--- config.mk ---
export PLATFORM = sky130hd
export DESIGN_NAME = dmem_port_arbiter
export DESIGN_NICKNAME = d
export VERILOG_FILES = /design/src/rtl/dmem_arb_pkg.sv /design/src/rtl/arb2_rr_pick.sv /design/src/rtl/dmem_port_arbiter.sv
export SDC_FILE = /design/constraint.sdc
export NUM_CORES = 1
export LEC_CHECK = 0
export BUFFER_PORTS_ARGS = -buffer_cell sky130_fd_sc_hd__buf_4
export CORE_ASPECT_RATIO = 1.5
export CORE_MARGIN = 10
export CORE_UTILIZATION = 25
export DETAILED_ROUTE_END_ITERATION = 10
export GPL_TIMING_DRIVEN = 0
export HOLD_SLACK_MARGIN = 0.03
export PLACE_DENSITY = 0.76
export SLEW_MARGIN = 20
export SYNTH_ARGS = -nofsm -noshare
export SYNTH_HDL_FRONTEND = slang
export SYNTH_HIERARCHICAL = 1
export SYNTH_SLANG_ARGS = --single-unit
--- constraint.sdc ---
create_clock -name clk -period 1.5 [get_ports clk]
set_input_delay 0.15 -clock clk [delete_from_list [all_inputs] [get_ports clk]]
set_output_delay 0.15 -clock clk [all_outputs]
set_load 0.03 [all_outputs]
--- src/rtl/dmem_arb_pkg.sv ---
// Shared types and default sizes for the data-memory port arbiter.
package dmem_arb_pkg;

   localparam int unsigned ADDR_W_DEF    = 6;
   localparam int unsigned DATA_W_DEF    = 32;
   localparam int unsigned MAX_BURST_DEF = 4;

   typedef enum logic [1:0] {
      ST_IDLE = 2'd0,
      ST_CPU  = 2'd1,
      ST_DBG  = 2'd2
   } arb_state_t;

   typedef enum logic [1:0] {
      RD_NONE = 2'd0,
      RD_CPU  = 2'd1,
      RD_DBG  = 2'd2
   } rd_owner_t;

endpackage

--- src/rtl/arb2_rr_pick.sv ---
// Two-way combinational pick between CPU (bit 0) and debug (bit 1).
// DMEM_ARB_CPU_PRIO_EN selects fixed CPU priority instead of round-robin with lock.
module arb2_rr_pick
   import dmem_arb_pkg::*;
(
   input  logic [1:0] req,
   input  arb_state_t last_owner,
   input  logic       lock_ok,
   output logic [1:0] gnt
);

   always_comb begin
      gnt = 2'b00;
      if (req == 2'b01) begin
         gnt = 2'b01;
      end else if (req == 2'b10) begin
         gnt = 2'b10;
      end else if (req == 2'b11) begin
`ifdef DMEM_ARB_CPU_PRIO_EN
         gnt = 2'b01;
`else
         // Contested: alternate owners, except a dbg burst may keep the port
         case (last_owner)
            ST_CPU:  gnt = 2'b10;
            ST_DBG:  gnt = lock_ok ? 2'b10 : 2'b01;
            default: gnt = 2'b01;
         endcase
`endif
      end
   end

endmodule

--- src/rtl/dmem_port_arbiter.sv ---
// Shares the single-port data RAM between the CPU MEM stage and the debug/loader port.
// Define DMEM_ARB_CPU_PRIO_EN for fixed CPU priority (lock and burst count ignored).
module dmem_port_arbiter
   import dmem_arb_pkg::*;
#(
   parameter int unsigned ADDR_W    = ADDR_W_DEF,
   parameter int unsigned DATA_W    = DATA_W_DEF,
   parameter int unsigned MAX_BURST = MAX_BURST_DEF
) (
   input  logic              clk,
   input  logic              rst,
   input  logic              cpu_req,
   input  logic              cpu_we,
   input  logic [ADDR_W-1:0] cpu_addr,
   input  logic [DATA_W-1:0] cpu_wdata,
   output logic              cpu_gnt,
   output logic              cpu_stall,
   output logic              cpu_rvalid,
   output logic [DATA_W-1:0] cpu_rdata,
   input  logic              dbg_req,
   input  logic              dbg_lock,
   input  logic              dbg_we,
   input  logic [ADDR_W-1:0] dbg_addr,
   input  logic [DATA_W-1:0] dbg_wdata,
   output logic              dbg_gnt,
   output logic              dbg_rvalid,
   output logic [DATA_W-1:0] dbg_rdata,
   output logic [ADDR_W-1:0] ram_addr,
   output logic [DATA_W-1:0] ram_wdata,
   output logic              ram_wren,
   input  logic [DATA_W-1:0] ram_q
);

   localparam int unsigned CNT_W = $clog2(MAX_BURST + 1);

   arb_state_t       state_q, state_d;
   logic [CNT_W-1:0] burst_cnt_q, burst_cnt_d;
   rd_owner_t        rd_owner_q, rd_owner_d;
   logic [1:0]       gnt;
   logic             lock_ok;

   assign lock_ok = (state_q == ST_DBG) && dbg_req && dbg_lock
                    && (burst_cnt_q < CNT_W'(MAX_BURST));

   arb2_rr_pick u_pick (
      .req        ({dbg_req, cpu_req}),
      .last_owner (state_q),
      .lock_ok    (lock_ok),
      .gnt        (gnt)
   );

   always_ff @(posedge clk or posedge rst) begin
      if (rst) begin
         state_q     <= ST_IDLE;
         burst_cnt_q <= '0;
         rd_owner_q  <= RD_NONE;
      end else begin
         state_q     <= state_d;
         burst_cnt_q <= burst_cnt_d;
         rd_owner_q  <= rd_owner_d;
      end
   end

   // Next owner, burst length and pending read return
   always_comb begin
      state_d     = ST_IDLE;
      burst_cnt_d = '0;
      rd_owner_d  = RD_NONE;
      if (gnt[0]) begin
         state_d = ST_CPU;
         if (!cpu_we) rd_owner_d = RD_CPU;
      end else if (gnt[1]) begin
         state_d     = ST_DBG;
         burst_cnt_d = (burst_cnt_q == CNT_W'(MAX_BURST)) ? burst_cnt_q
                                                          : burst_cnt_q + CNT_W'(1);
         if (!dbg_we) rd_owner_d = RD_DBG;
      end
   end

   // Grant, stall and RAM-side mux of the current winner
   always_comb begin
      cpu_gnt   = gnt[0];
      dbg_gnt   = gnt[1];
      cpu_stall = cpu_req & ~gnt[0];
      ram_addr  = '0;
      ram_wdata = '0;
      ram_wren  = 1'b0;
      if (gnt[0]) begin
         ram_addr  = cpu_addr;
         ram_wdata = cpu_wdata;
         ram_wren  = cpu_we;
      end else if (gnt[1]) begin
         ram_addr  = dbg_addr;
         ram_wdata = dbg_wdata;
         ram_wren  = dbg_we;
      end
   end

   // Read data is ungated; rvalid marks which port owns it
   assign cpu_rvalid = (rd_owner_q == RD_CPU);
   assign dbg_rvalid = (rd_owner_q == RD_DBG);
   assign cpu_rdata  = ram_q;
   assign dbg_rdata  = ram_q;

endmodule

==> run summary <==
Outcome: finished, violations left
Violated checks: setup timing
Number of buffer cells added on primary ports: 190
Number of CTS-inserted buffers: 3
Worst Path Required: 1.35 ns
GPL Wtd Cong: 0.797
Number of remaining DRC errors: 0
Maximum number of pins on one net before global-route repair: 11
Main combinational cell family by area after synthesis: buffers and inverters
Routed length on met1: 1.88 mm
Fin crit share: 147%
Worst Tran Pin Value: 0.269 ns
Post-DR vias/cell: 4.37
Data arrival time at the worst-slack endpoint: 2.06 ns
Crit-path max cell delay: 0.39 ns
Highest clock frequency the design can meet: 453 MHz
Wire length per cell: 17.4 um
Library cells used by synthesis: 23
Portion of netlist area occupied by mux cells: 0.775%
Number of antenna violations at the first check in global routing: 0
Total placed cells including tap cells: 410
Simple-gate share of the synthesized area: 7.17%
Level count of the clock H-tree: 1
Total wire length after detailed routing: 7.39 mm
Synthesized Nets: 271
Average cell area after synthesis: 8.49 um^2
CTS tree: done
Antenna diode instance count: 0
Clock-pin slew on the worst setup and hold paths: 0.04 ns
Top-Level Pins: 223
Combinational share of power: 76.9%
Max capacitance violation total: 0
Initial standard-cell utilization of the core: 25.4%
Final Hold Slack: 0.0877 ns
Top routing layer in use: met4
Number of warnings reported in the yosys synthesis log: 6
Placed cell area: 0.00319 mm^2
Share of the synthesized area in the top cell type: 37.8%
Final number of hold-violating endpoints: 0
Area of all placed cells without fillers: 0.00358 mm^2
Setup-failing EPs final: 48
Slowest library cell on the worst path: sky130_fd_sc_hd__dfrtp_1
Cell row count: 32
Critical Path Fanout Max: 10
Reg area: 175 um^2
Final non-filler cell total: 424
HPWL after detailed placement: 6.67 mm
Ordered list of cells on the worst path: inv_2 -> ha_4 -> mux2i_1 -> o21a_2 -> buf_6 -> nand2b_4 -> clkinv_8 -> buf_12 -> a22o_4 -> buf_6
Sequential Power Share: 10.2%
Pleak: 1.96 nW
Crit path time final: 2.21 ns
Number of pins with negative max-slew slack in the final report: 0
Cells taking the most area after synthesis: sky130_fd_sc_hd__buf_4, sky130_fd_sc_hd__a22o_1, sky130_fd_sc_hd__dfrtp_1
Xor/xnor share of the synthesized area: 0%
Net switching power of the design: 0.000830 W
Residual overflow from global routing: 0
Detailed-routed wire length on met3: 1.52 mm
Proportion of layout cells with a drive suffix above 1: 91.9%
Total GRT Usage: 16.0%
Net switching fraction of the power: 40.7%
Count of fill cells added during filler insertion: 389
Std-Cell Core Area: 0.00508 mm^2
Wire length on met2: 3.84 mm
Combined area of all synthesized cells: 0.00129 mm^2
Area growth syn-to-layout: 177%
CTS root buffer: sky130_fd_sc_hd__clkbuf_8
Combined area of the multi-input logic cells: 930 um^2
Worst Path Class, Setup: reg2out
Worst hold-check path type: in2reg
Power density of the placed cells: 569 mW/mm^2
Worst Setup Slack, final: -0.707 ns
Sequential cell area fraction in the yosys report: 13.6%
Flops & latches, synth: 7
Cell type with the highest aggregate area in the netlist: sky130_fd_sc_hd__buf_4
Die area: 0.00850 mm^2
Drt initial violations: 21
Clock network latency to the later pin of the worst-skew pair: 0.23 ns
Antenna viol nets, final: 0
Drt pass-1 iters: 3
Setup crit start kind: flop
NumNets Final: 476
Internal cell power: 0.00121 W
Via count: 1853
Overall die width: 78.7 um
Endpoint type of the worst setup path: output port
Unrepaired setup endpoints after global routing: yes
Relative slew margins: 82.1%
Post-Route Skew: 0.00265 ns
Number of sinks handled by clock tree synthesis: 7
Die Y: 108 um
Buffer depth of the longest clock path: 2
Adder-cell area share of the yosys netlist: 3.88%
Critical Path Most Common Cell: sky130_fd_sc_hd__buf_6
Via count of the first global-routing pass: 2001
Clock share of power: 12.9%
Worst IR Drop VDD: 0.000289 V
Number of cells produced by synthesis: 152
First-pass GRT wire length: 10.9 mm
Post-synthesis compound-gate area fraction: 29.8%
-- logic make-up (layout without fill, tap and decap cells) --
logic type,after synthesis,after routing
AOI/OAI and AO/OA,45,45
muxes,1,1
adders and majority gates,4,4
DFF,7,7
buffers and inverters,80,284
and+or+nand+nor,15,15
-- per-layer routing --
metal  vias to the layer above  GRT usage [%]
met5                         -              0
met4                         0           5.40
met3                         9           13.1
met2                       151           29.5
met1                       810           11.9
li1                        883              -
-- Yosys cell counts --
| cell | count |
|---|---|
| sky130_fd_sc_hd__a21bo_2 | 1 |
| sky130_fd_sc_hd__a21o_1 | 1 |
| sky130_fd_sc_hd__a21oi_1 | 2 |
| sky130_fd_sc_hd__a221oi_1 | 1 |
| sky130_fd_sc_hd__a22o_1 | 39 |
| sky130_fd_sc_hd__and3b_1 | 1 |
| sky130_fd_sc_hd__buf_2 | 1 |
| sky130_fd_sc_hd__buf_4 | 65 |
| sky130_fd_sc_hd__buf_6 | 4 |
| sky130_fd_sc_hd__clkbuf_1 | 3 |
| sky130_fd_sc_hd__dfrtp_1 | 7 |
| sky130_fd_sc_hd__ha_1 | 4 |
| sky130_fd_sc_hd__inv_1 | 6 |
| sky130_fd_sc_hd__inv_4 | 1 |
| sky130_fd_sc_hd__mux2i_1 | 1 |
| sky130_fd_sc_hd__nand2_1 | 1 |
| sky130_fd_sc_hd__nand2b_4 | 1 |
| sky130_fd_sc_hd__nand3_1 | 2 |
| sky130_fd_sc_hd__nand4b_1 | 1 |
| sky130_fd_sc_hd__nor2_1 | 3 |
| sky130_fd_sc_hd__nor2b_1 | 5 |
| sky130_fd_sc_hd__nor3_1 | 1 |
| sky130_fd_sc_hd__o21a_1 | 1 |
-- state kept, by name (all words and copies together), names as in the netlist --
name	count
burst_cnt_q	3
rd_owner_q	2
state_q	2
-- stage by stage --
step / utilization [%] / setup TNS (ns) / total power (W) / setup WS (ns)
6_report: 70.4 / -29.32 / 0.00204 / -0.707
5_1_grt: 70.4 / -35.36 / 0.00214 / -0.838
4_1_cts: 69.4 / -28.44 / 0.00204 / -0.707
3_5_place_dp: 62.6 / -20.56 / 0.00163 / -0.532
3_3_place_gp: 62.6 / -18.94 / 0.00161 / -0.499
2_1_floorplan: - / -15.89 / 0.00109 / -0.394
-- placed cells by master, fill, tap and decap left out, types with 2 or more instances in the layout --
| master | n |
|---|---|
| sky130_fd_sc_hd__buf_4 | 219 |
| sky130_fd_sc_hd__nor2_2 | 2 |
| sky130_fd_sc_hd__clkbuf_4 | 2 |
| sky130_fd_sc_hd__inv_1 | 5 |
| sky130_fd_sc_hd__dfrtp_1 | 7 |
| sky130_fd_sc_hd__ha_1 | 2 |
| sky130_fd_sc_hd__nand3_1 | 2 |
| sky130_fd_sc_hd__a22o_4 | 39 |
| sky130_fd_sc_hd__nor2b_1 | 5 |
| sky130_fd_sc_hd__buf_16 | 2 |
| sky130_fd_sc_hd__clkbuf_8 | 3 |
| sky130_fd_sc_hd__buf_12 | 4 |
| sky130_fd_sc_hd__buf_6 | 43 |
-- critical path: cells and delay by family (launching register included) --
family	cells	cell delay, ns
compound gates	2	0.39
buf+inv	5	0.57
mux	1	0.17
simple gates	1	0.16
flops	1	0.39
fa+ha+maj	1	0.14
-- power by group through the flow --
stage               Clock, W  Combinational (W)  Sequential [W]
floorplan                  0           0.000883        0.000208
global placement           0            0.00141        0.000209
detailed placement         0            0.00142        0.000209
CTS                 0.000272            0.00157        0.000207
global route        0.000282            0.00165        0.000208
finish              0.000263            0.00157        0.000207
-- timing repair --
action,in CTS,in global routing
endpoints found under the setup margin,48,48
setup buffers,5,3
pin swaps,3,3
gates resized for setup,54,13
hold buffers,1,0
endpoints found under the hold margin,7,0
gates cloned,2,0
-- area by class of cell --
type	instances	share of cell area, %
repair buffers	200	47.5
multi-input cells	65	26.0
plain buffers	73	16.9
flip-flops and latches	7	4.89
well taps	68	2.38
clock buffers	4	1.26
inverters	7	1.08
-- path summary, 6_finish.rpt --
check,to,slack (ns),cells after the start,startpoint
max,ram_wdata[13],-0.71,10,state_q[0]$_DFF_PP0_
min,rd_owner_q[1]$_DFF_PP0_,0.09,2,dbg_we
max reg2reg,burst_cnt_q[2]$_DFFE_PP0P_,-0.33,9,state_q[0]$_DFF_PP0_
min reg2reg,burst_cnt_q[1]$_DFFE_PP0P_,0.55,2,burst_cnt_q[1]$_DFFE_PP0P_
max in group asynchronous,state_q[1]$_DFF_PP0_,0.87,3,rst
min in group asynchronous,rd_owner_q[1]$_DFF_PP0_,0.42,3,rst
Note: power is estimated with default switching activity, not from simulation.
